### src/rtl/bus_arb_pkg.sv
// Shared definitions for the round-robin bus arbiter.
//   arb_state_t : transaction phase (IDLE, REQ, RESP)
//   DEF_*       : default parameter values for the arbiter
//   onehot_of   : decodes a client index into a one-hot select vector
package bus_arb_pkg;

    localparam int unsigned MAX_CLIENTS       = 8;
    localparam int unsigned DEF_NUM_CLIENTS   = 2;
    localparam int unsigned DEF_DATA_WIDTH    = 64;
    localparam int unsigned DEF_TAG_WIDTH     = 13;
    localparam int unsigned DEF_RESP_BEATS    = 8;
    localparam int unsigned DEF_WRITE_TAG_BIT = 12;

    typedef enum logic [1:0] {
        IDLE,
        REQ,
        RESP
    } arb_state_t;

    function automatic logic [MAX_CLIENTS-1:0] onehot_of(input logic [2:0] idx);
        logic [MAX_CLIENTS-1:0] oh;
        oh      = '0;
        oh[idx] = 1'b1;
        return oh;
    endfunction

endpackage

### src/rtl/rr_picker.sv
// Round-robin requester selection (purely combinational).
//   reqcyc     : per-client request valid
//   last_grant : client granted most recently
//   found      : at least one client is requesting
//   idx        : first requester scanning upward from last_grant+1, wrapping
module rr_picker #(
    parameter int unsigned N = 2,
    parameter int unsigned W = (N > 1) ? $clog2(N) : 1
) (
    input  logic [N-1:0] reqcyc,
    input  logic [W-1:0] last_grant,
    output logic         found,
    output logic [W-1:0] idx
);

    // Two passes: clients above last_grant first, then the wrapped-around
    // lower half. The second pass only fires if the first found nothing.
    always_comb begin
        found = 1'b0;
        idx   = '0;
        for (int unsigned i = 0; i < N; i++) begin
            if (!found && reqcyc[i] && (i > 32'(last_grant))) begin
                found = 1'b1;
                idx   = W'(i);
            end
        end
        for (int unsigned i = 0; i < N; i++) begin
            if (!found && reqcyc[i]) begin
                found = 1'b1;
                idx   = W'(i);
            end
        end
    end

endmodule

### src/rtl/bus_rr_arbiter.sv
// N-client round-robin arbiter onto a single memory bus.
//   clk, reset           : clock, synchronous active-high reset
//   bus_req*/bus_reqack  : request channel towards the top-level bus
//   bus_resp*/bus_respack: response channel from the top-level bus
//   cl_req*/cl_reqack    : per-client request channels (client i at slice i)
//   cl_resp*/cl_respack  : per-client response channels
//   owner                : current/last grant (debug)
//   busy                 : a transaction is in progress
//   spurious_resp        : bus response beat seen outside the response phase
module bus_rr_arbiter
    import bus_arb_pkg::*;
#(
    parameter int unsigned NUM_CLIENTS    = DEF_NUM_CLIENTS,
    parameter int unsigned BUS_DATA_WIDTH = DEF_DATA_WIDTH,
    parameter int unsigned BUS_TAG_WIDTH  = DEF_TAG_WIDTH,
    parameter int unsigned RESP_BEATS     = DEF_RESP_BEATS,
    parameter int unsigned WRITE_TAG_BIT  = DEF_WRITE_TAG_BIT
) (
    input  logic                                   clk,
    input  logic                                   reset,
    output logic [BUS_DATA_WIDTH-1:0]              bus_req,
    output logic                                   bus_reqcyc,
    output logic [BUS_TAG_WIDTH-1:0]               bus_reqtag,
    input  logic                                   bus_reqack,
    input  logic [BUS_DATA_WIDTH-1:0]              bus_resp,
    input  logic                                   bus_respcyc,
    input  logic [BUS_TAG_WIDTH-1:0]               bus_resptag,
    output logic                                   bus_respack,
    input  logic [NUM_CLIENTS*BUS_DATA_WIDTH-1:0]  cl_req,
    input  logic [NUM_CLIENTS-1:0]                 cl_reqcyc,
    input  logic [NUM_CLIENTS*BUS_TAG_WIDTH-1:0]   cl_reqtag,
    output logic [NUM_CLIENTS-1:0]                 cl_reqack,
    output logic [NUM_CLIENTS*BUS_DATA_WIDTH-1:0]  cl_resp,
    output logic [NUM_CLIENTS-1:0]                 cl_respcyc,
    output logic [NUM_CLIENTS*BUS_TAG_WIDTH-1:0]   cl_resptag,
    input  logic [NUM_CLIENTS-1:0]                 cl_respack,
    output logic [$clog2(NUM_CLIENTS)-1:0]         owner,
    output logic                                   busy,
    output logic                                   spurious_resp
);

    localparam int unsigned OW    = $clog2(NUM_CLIENTS);
    localparam int unsigned CNT_W = $clog2(RESP_BEATS + 1);

    arb_state_t       state_q, state_d;
    logic [OW-1:0]    owner_q, owner_d;
    logic [OW-1:0]    last_grant_q, last_grant_d;
    logic [CNT_W-1:0] beat_cnt_q, beat_cnt_d;
    logic             wr_flag_q, wr_flag_d;

    logic             pick_found;
    logic [OW-1:0]    pick_idx;
    logic [MAX_CLIENTS-1:0] owner_oh;

    logic [BUS_DATA_WIDTH-1:0] own_req;
    logic                      own_reqcyc;
    logic [BUS_TAG_WIDTH-1:0]  own_reqtag;
    logic                      own_respack;

    rr_picker #(
        .N(NUM_CLIENTS),
        .W(OW)
    ) u_picker (
        .reqcyc    (cl_reqcyc),
        .last_grant(last_grant_q),
        .found     (pick_found),
        .idx       (pick_idx)
    );

    assign owner_oh = onehot_of(3'(owner_q));

    generate
        if (NUM_CLIENTS < MAX_CLIENTS) begin : g_oh_hi
            logic unused_oh_hi;
            assign unused_oh_hi = |owner_oh[MAX_CLIENTS-1:NUM_CLIENTS];
        end
    endgenerate

    // Owner's request/ack signals, AND-OR muxed on the registered owner.
    always_comb begin
        own_req     = '0;
        own_reqcyc  = 1'b0;
        own_reqtag  = '0;
        own_respack = 1'b0;
        for (int unsigned i = 0; i < NUM_CLIENTS; i++) begin
            if (owner_oh[i]) begin
                own_req     = cl_req[i*BUS_DATA_WIDTH +: BUS_DATA_WIDTH];
                own_reqcyc  = cl_reqcyc[i];
                own_reqtag  = cl_reqtag[i*BUS_TAG_WIDTH +: BUS_TAG_WIDTH];
                own_respack = cl_respack[i];
            end
        end
    end

    always_comb begin
        state_d      = state_q;
        owner_d      = owner_q;
        last_grant_d = last_grant_q;
        beat_cnt_d   = beat_cnt_q;
        wr_flag_d    = wr_flag_q;

        bus_req     = '0;
        bus_reqcyc  = 1'b0;
        bus_reqtag  = '0;
        bus_respack = 1'b0;
        cl_reqack   = '0;
        cl_resp     = '0;
        cl_respcyc  = '0;
        cl_resptag  = '0;

        case (state_q)
            IDLE: begin
                if (pick_found) begin
                    owner_d      = pick_idx;
                    last_grant_d = pick_idx;
                    // Fresh transaction: a burst that ends before any acked
                    // beat must not inherit the previous write flag.
                    wr_flag_d    = 1'b0;
                    state_d      = REQ;
                end
            end

            REQ: begin
                bus_req    = own_req;
                bus_reqcyc = own_reqcyc;
                bus_reqtag = own_reqtag;
                for (int unsigned i = 0; i < NUM_CLIENTS; i++) begin
                    cl_reqack[i] = owner_oh[i] & bus_reqack;
                end
                if (own_reqcyc && bus_reqack) begin
                    wr_flag_d = own_reqtag[WRITE_TAG_BIT];
                end
                if (!own_reqcyc) begin
                    if (wr_flag_q) begin
                        state_d = IDLE;
                    end else begin
                        beat_cnt_d = '0;
                        state_d    = RESP;
                    end
                end
            end

            RESP: begin
                bus_respack = own_respack;
                for (int unsigned i = 0; i < NUM_CLIENTS; i++) begin
                    if (owner_oh[i]) begin
                        cl_resp[i*BUS_DATA_WIDTH +: BUS_DATA_WIDTH] = bus_resp;
                        cl_respcyc[i]                               = bus_respcyc;
                        cl_resptag[i*BUS_TAG_WIDTH +: BUS_TAG_WIDTH] = bus_resptag;
                    end
                end
                if (bus_respcyc && own_respack) begin
                    if (beat_cnt_q == CNT_W'(RESP_BEATS - 1)) begin
                        beat_cnt_d = '0;
                        state_d    = IDLE;
                    end else begin
                        beat_cnt_d = beat_cnt_q + CNT_W'(1);
                    end
                end
            end

            default: state_d = IDLE;
        endcase
    end

    always_ff @(posedge clk) begin
        if (reset) begin
            state_q      <= IDLE;
            owner_q      <= '0;
            last_grant_q <= OW'(NUM_CLIENTS - 1);
            beat_cnt_q   <= '0;
            wr_flag_q    <= 1'b0;
        end else begin
            state_q      <= state_d;
            owner_q      <= owner_d;
            last_grant_q <= last_grant_d;
            beat_cnt_q   <= beat_cnt_d;
            wr_flag_q    <= wr_flag_d;
        end
    end

    assign owner         = owner_q;
    assign busy          = (state_q != IDLE);
    assign spurious_resp = bus_respcyc && (state_q != RESP);

endmodule
### config.mk
export PLATFORM = sky130hd
export DESIGN_NAME = bus_rr_arbiter
export DESIGN_NICKNAME = d
export VERILOG_FILES = /design/src/rtl/bus_arb_pkg.sv /design/src/rtl/rr_picker.sv /design/src/rtl/bus_rr_arbiter.sv
export SDC_FILE = /design/constraint.sdc
export NUM_CORES = 1
export LEC_CHECK = 0
export CORE_AREA = 2 2 188 190
export DETAILED_ROUTE_END_ITERATION = 16
export DIE_AREA = 0 0 190 192
export SYNTH_ARGS = -nofsm -noshare
export SYNTH_HDL_FRONTEND = slang
export SYNTH_SLANG_ARGS = --single-unit
### constraint.sdc
create_clock -name clk -period 2.7 [get_ports clk]
set_input_delay 0.54 -clock clk [delete_from_list [all_inputs] [get_ports clk]]
set_output_delay 0.54 -clock clk [all_outputs]
set_load 0.1 [all_outputs]
## Word-level counts from Yosys, hierarchy flattened

Index checks and enable logic that the tools add are counted.

- Add/subtract/negate cells: 1
- Magnitude comparators: 3
- Eq/ne operators: 10
- Mux-type cells: 43
- Bitwise gates (word level): 2
- Reduce and logical (&&, ||, !) cells: 17

Operator list:

| cell | number |
|---|---|
| $mux 64 | 5 |
| $mux 128 | 1 |
| $mux 13 | 5 |
| $mux 26 | 1 |
| $mux 1 | 16 |
| $mux 4 | 4 |
| $mux 2 | 7 |
| $ne 2x2->1 const B | 7 |
| $pmux 4 s2 | 1 |
| $reduce_and 4->1 | 2 |
| $logic_and 1x1->1 | 7 |
| $pmux 2 s3 | 1 |
| $reduce_bool 2->1 | 3 |
| $add 4x1->4 const B | 1 |
| $eq 4x3->1 const B | 1 |
| $lt 1x4->1 const B | 1 |
| $reduce_and 3->1 | 1 |
| $and 1x1->1 | 2 |
| $eq 2x1->1 const B | 1 |
| $eq 2x2->1 const B | 1 |
| $logic_not 1->1 | 2 |
| $logic_not 2->1 | 1 |
| $pmux 1 s2 | 1 |
| $reduce_and 2->1 | 1 |
| 3 further kinds | 3 |

- Bits in registers: 9
- Input port bits: 239
- Output and inout bits: 240
- Word-level logic and storage cells: 81

## Longest topological paths before layout

- Depth after elaboration: 11
- Mapped depth: 7

## By module

A second synthesis with hierarchy kept.

- Cells, all modules: 416
- Area, all modules: 2808.9 µm²

Modules (own cells, without submodules):

| module | times used | cells each | area an instance (µm²) |
|---|---|---|---|
| bus_rr_arbiter | 1 | 414 | 2795.2 |
| rr_picker | 1 | 2 | 13.8 |

## Least setup slack after synthesis

OpenSTA, ideal clock, no wires.

- Kind: reg2out
- Start point: register owner_q, in the netlist owner
- End point: output port cl_reqack[0]
- Data arrival time: 3.516 ns
- Setup slack: -1.356 ns
- Cell stages (with the launch flop): 5
- Cells stage by stage: dfxtp_1 buf_2 buf_2 clkbuf_1 nor3b_1

- Word-level cells in the longest chain between the ends: 6
- Elaborated cells between the ends (all ways): 7
- Classes of those cells: 2 x order compare; 3 x mux; 1 x bitwise; 1 x reduce/logical

Ends and longest elaborated chain:

| item | line | RTL |
|---|---|---|
| start: declaration | bus_rr_arbiter.sv:46 | `logic [OW-1:0] owner_q, owner_d;` |
| start signal: assignment | bus_rr_arbiter.sv:175 | `owner_q <= owner_d;` |
| $lt 1x4->1 (implied by the code) or $ge 1x1->1 (tied branches) | bus_arb_pkg.sv:23 | `oh[idx] = 1'b1;` |
| $logic_and 1x1->1 (implied by the code) | bus_arb_pkg.sv:23 |  |
| $mux 1 (implied by the code) | bus_arb_pkg.sv:23 |  |
| $demux 1 s1 (*) | bus_arb_pkg.sv:23 |  |
| $and 1x1->1 (*) | bus_rr_arbiter.sv:128 | `cl_reqack[i] = owner_oh[i] & bus_reqack;` |
| $mux 2 (*) | bus_rr_arbiter.sv:111 | `case (state_q)` |
| end: declaration | bus_rr_arbiter.sv:32 | `output logic [NUM_CLIENTS-1:0] cl_reqack,` |

Every way passes the cells marked *; elsewhere a longest branch is shown, timed or not.

## Worst setup path after layout

- Start point: register owner_q, in the netlist owner
- End point: output port bus_req[38]

- Word-level cells in the longest chain between the ends: 7
- Elaborated cells between the ends (all ways): 8
- Classes of those cells: 2 x order compare; 5 x mux; 1 x reduce/logical

Ends and longest elaborated chain:

| item | line | RTL |
|---|---|---|
| $lt 1x4->1 (implied by the code) or $ge 1x1->1 (tied branches) | bus_arb_pkg.sv:23 |  |
| $logic_and 1x1->1 (implied by the code) | bus_arb_pkg.sv:23 |  |
| $mux 1 (implied by the code) | bus_arb_pkg.sv:23 |  |
| $demux 1 s1 (*) | bus_arb_pkg.sv:23 |  |
| $mux 64 | bus_rr_arbiter.sv:86 | `if (owner_oh[i]) begin` |
| $mux 64 (*) | bus_rr_arbiter.sv:86 |  |
| $mux 64 (*) | bus_rr_arbiter.sv:111 |  |
| end: declaration | bus_rr_arbiter.sv:21 | `output logic [BUS_DATA_WIDTH-1:0] bus_req,` |

Marks and branches as above.

==> results_dict.tcl <==
set metrics [dict create \
    clockBufferDepth 2 \
    period_minus_slack_ps 2417 \
    syn_nets 666 \
    grt_pass1_vias 5016 \
    worst_setup_path_start_kind "flip-flop" \
    multiInputGateArea_um2 2830 \
    power.density_nw_per_um2 379.4 \
    outcome "finished, final reports clean" \
    finalPower_uw 4221 \
    swShare_pct 57.84 \
    syn_avg_cell_area_um2 6.614 \
    fp-row-count 68 \
    r2r_slack_ps 590 \
    hold_path.class "flip-flop to flip-flop" \
    synthCells 426 \
    dpl.hpwl_mm 18.97 \
    track_usage_pct 10.79 \
    critPathCaptureType "output pin" \
    cap_violations 0 \
    synthToLayoutAreaGrowth_pct 294.9 \
    p_comb_share_pct 89.6 \
    ir_drop_uv 220.9 \
    post_cts_resized 0 \
    synthArstFlopShare_pct 0 \
    synth_area_leaders "mux2i_1, and2_1, and3_1" \
    post-route-period-util_pct 89.53 \
    routed-via-count 4866 \
    grt_setup_unrepaired "no" \
    p_sw_uw 2441 \
    final_nets 1125 \
    root_buffer "clkbuf_16" \
    fmax_ghz 0.4137 \
    routed_wl_mm 21.33 \
    die_w_um 190 \
    place_congestion 0.7916 \
    yosysSeqAreaShare_pct 6.394 \
    postCtsSetupRepairBufs 0 \
    p_int_uw 1779 \
    ioPinCount 479 \
    io_buffers 478 \
    finClkSkew_ps 4.941 \
    synth_edf_count 0 \
    finalSetupViolCount 0 \
    instances_no_fill 1341 \
    wl_per_cell_um 15.91 \
    synth_flop_cell "dfxtp_1" \
    holdWs_ps 481.2 \
    final_area_um2 11130 \
    num-fill-cells 3422 \
    p_seq_share_pct 4.2 \
    grt_antenna_before_repair 1 \
    grt-ovfl-total 0 \
    synth_area_um2 2818 \
    synth_top_area_cell "mux2i_1" \
    yosys_register_bits 9 \
    ys_warn_count 0 \
    core_um2 34290 \
    finalHoldViolations 0 \
    relSlewSlack_pct 69.27 \
    synth_top_area_share_pct 28.42 \
    yosysUniqueCellTypes 34 \
    clock_latency_ps 240 \
    drt_iter0_markers 86 \
    hold_buffers 0 \
    placed_cell_area_um2 11040 \
    detail-route-antenna-nets 0 \
    cp.required_ps 2160 \
    start_util_pct 8.218 \
    vias_per_cell 3.629 \
    firstDrtPassIters 4 \
    h-tree-depth 1 \
    dp.cells 1335 \
    die_h_um 192 \
    maxSlewViolCount 0 \
    crit_fanout 33 \
    cts_tree "built" \
    worst_pin_slew_ps 460.9 \
    numCtsBuffers 3 \
    clk_pin_slew_ps 40 \
    clockPowerShare_pct 6.3 \
    drcViolationCount 0 \
    regArea_um2 183.9 \
    cp.arrival_ps 1880 \
    grt_pass1_wl_mm 30.16 \
    crit_type "flip-flop to output pin" \
    cts.sinks 9 \
    dieArea_um2 36480 \
    post-route-util_pct 32.45 \
    drive_above_1_share_pct 44.34 \
    grt_max_degree 82 \
    p_leak_uw 0.004382 \
]
==> cell families after synthesis <==
family                     after synthesis  share of synthesized area [%]
adders and majority gates                1                         0.4440
and+or+nand+nor                        269                          52.35
DFF                                      9                          6.394
AOI/OAI and AO/OA                       15                          3.908
muxes                                   82                          29.22
buffers and inverters                   50                          7.682
==> cells in the mapped netlist, drive strengths merged, types with 2 or more instances <==
cell type  number
nor2           85
and2           81
mux2i          80
and3           78
clkbuf         32
buf            15
dfxtp           9
a21oi           6
nand2           6
nor3            4
o21ai           4
inv             3
a32oi           2
and2b           2
mux2            2
nor2b           2
nor3b           2
or3             2
==> path summary, 6_finish.rpt <==
path | start | end | cells after the start
setup / recovery | owner | bus_req[38] | 4
hold / removal | beat_cnt_q[1] | beat_cnt_q[1] | 2
setup reg to reg | owner | beat_cnt_q[2] | 6
hold reg to reg | beat_cnt_q[1] | beat_cnt_q[1] | 2
==> through the flow <==
step | setup WS [ps] | setup TNS (ps)
4_1_cts | 262.6 | 0
2_1_floorplan | -172.0 | -456.0
6_report | 282.8 | 0
5_1_grt | 172.3 | 0
3_3_place_gp | 404.1 | 0
3_5_place_dp | 407.9 | 0
==> placed cells by master (no fill, tap or decap), types with 2 or more instances in the layout <==
cell,count
nor3_1,4
o21ai_0,4
diode_2,2
nand2_1,6
nor2_2,47
dfxtp_1,8
nor2_4,31
or3_1,2
and2_2,20
clkdlybuf4s50_1,238
nor3b_2,2
a21oi_1,6
buf_4,16
buf_12,247
and3_1,59
and2_1,61
and3_2,19
mux2_2,2
nor2_1,7
nor2b_1,2
inv_1,3
mux2i_1,80
clkbuf_16,3
==> power by group through the flow <==
stage	combinational (uW)	sequential (uW)	clock [uW]
final	3780	176	264
after global routing	3900	180	279
after CTS	3810	178	270
after detailed placement	3810	180	0
after global placement	3790	179	0
after floorplan	2230	163	0
==> worst max-delay path, cell delays in order (launching register included) <==
cell	delay, ps
dfxtp_4	630
buf_12	300
mux2i_1	430
nor2_4	60
buf_12	170
==> flip-flops by register name, summed over array words and instances, names as in the netlist <==
register and count:
wr_flag_q 1, owner 1, last_grant_q 1, beat_cnt_q 4, state_q 2
==> layer usage <==
layer	global-route usage [%]	part of all wire, %	wire length (um)
met5	0	0	0
met4	3.637	1.7	373
met3	3.325	9.9	2122
met2	20.83	54	11460
met1	10.93	35	7374
==> layout make-up <==
type,count,area share (%)
diodes,2,0.04498
clock buffers,4,0.7085
inverters,3,0.1012
multi-input cells,367,25.44
flip-flops and latches,9,1.653
well taps,455,5.117
repair buffers,501,66.94
Note: power is estimated with default switching activity, not from simulation.
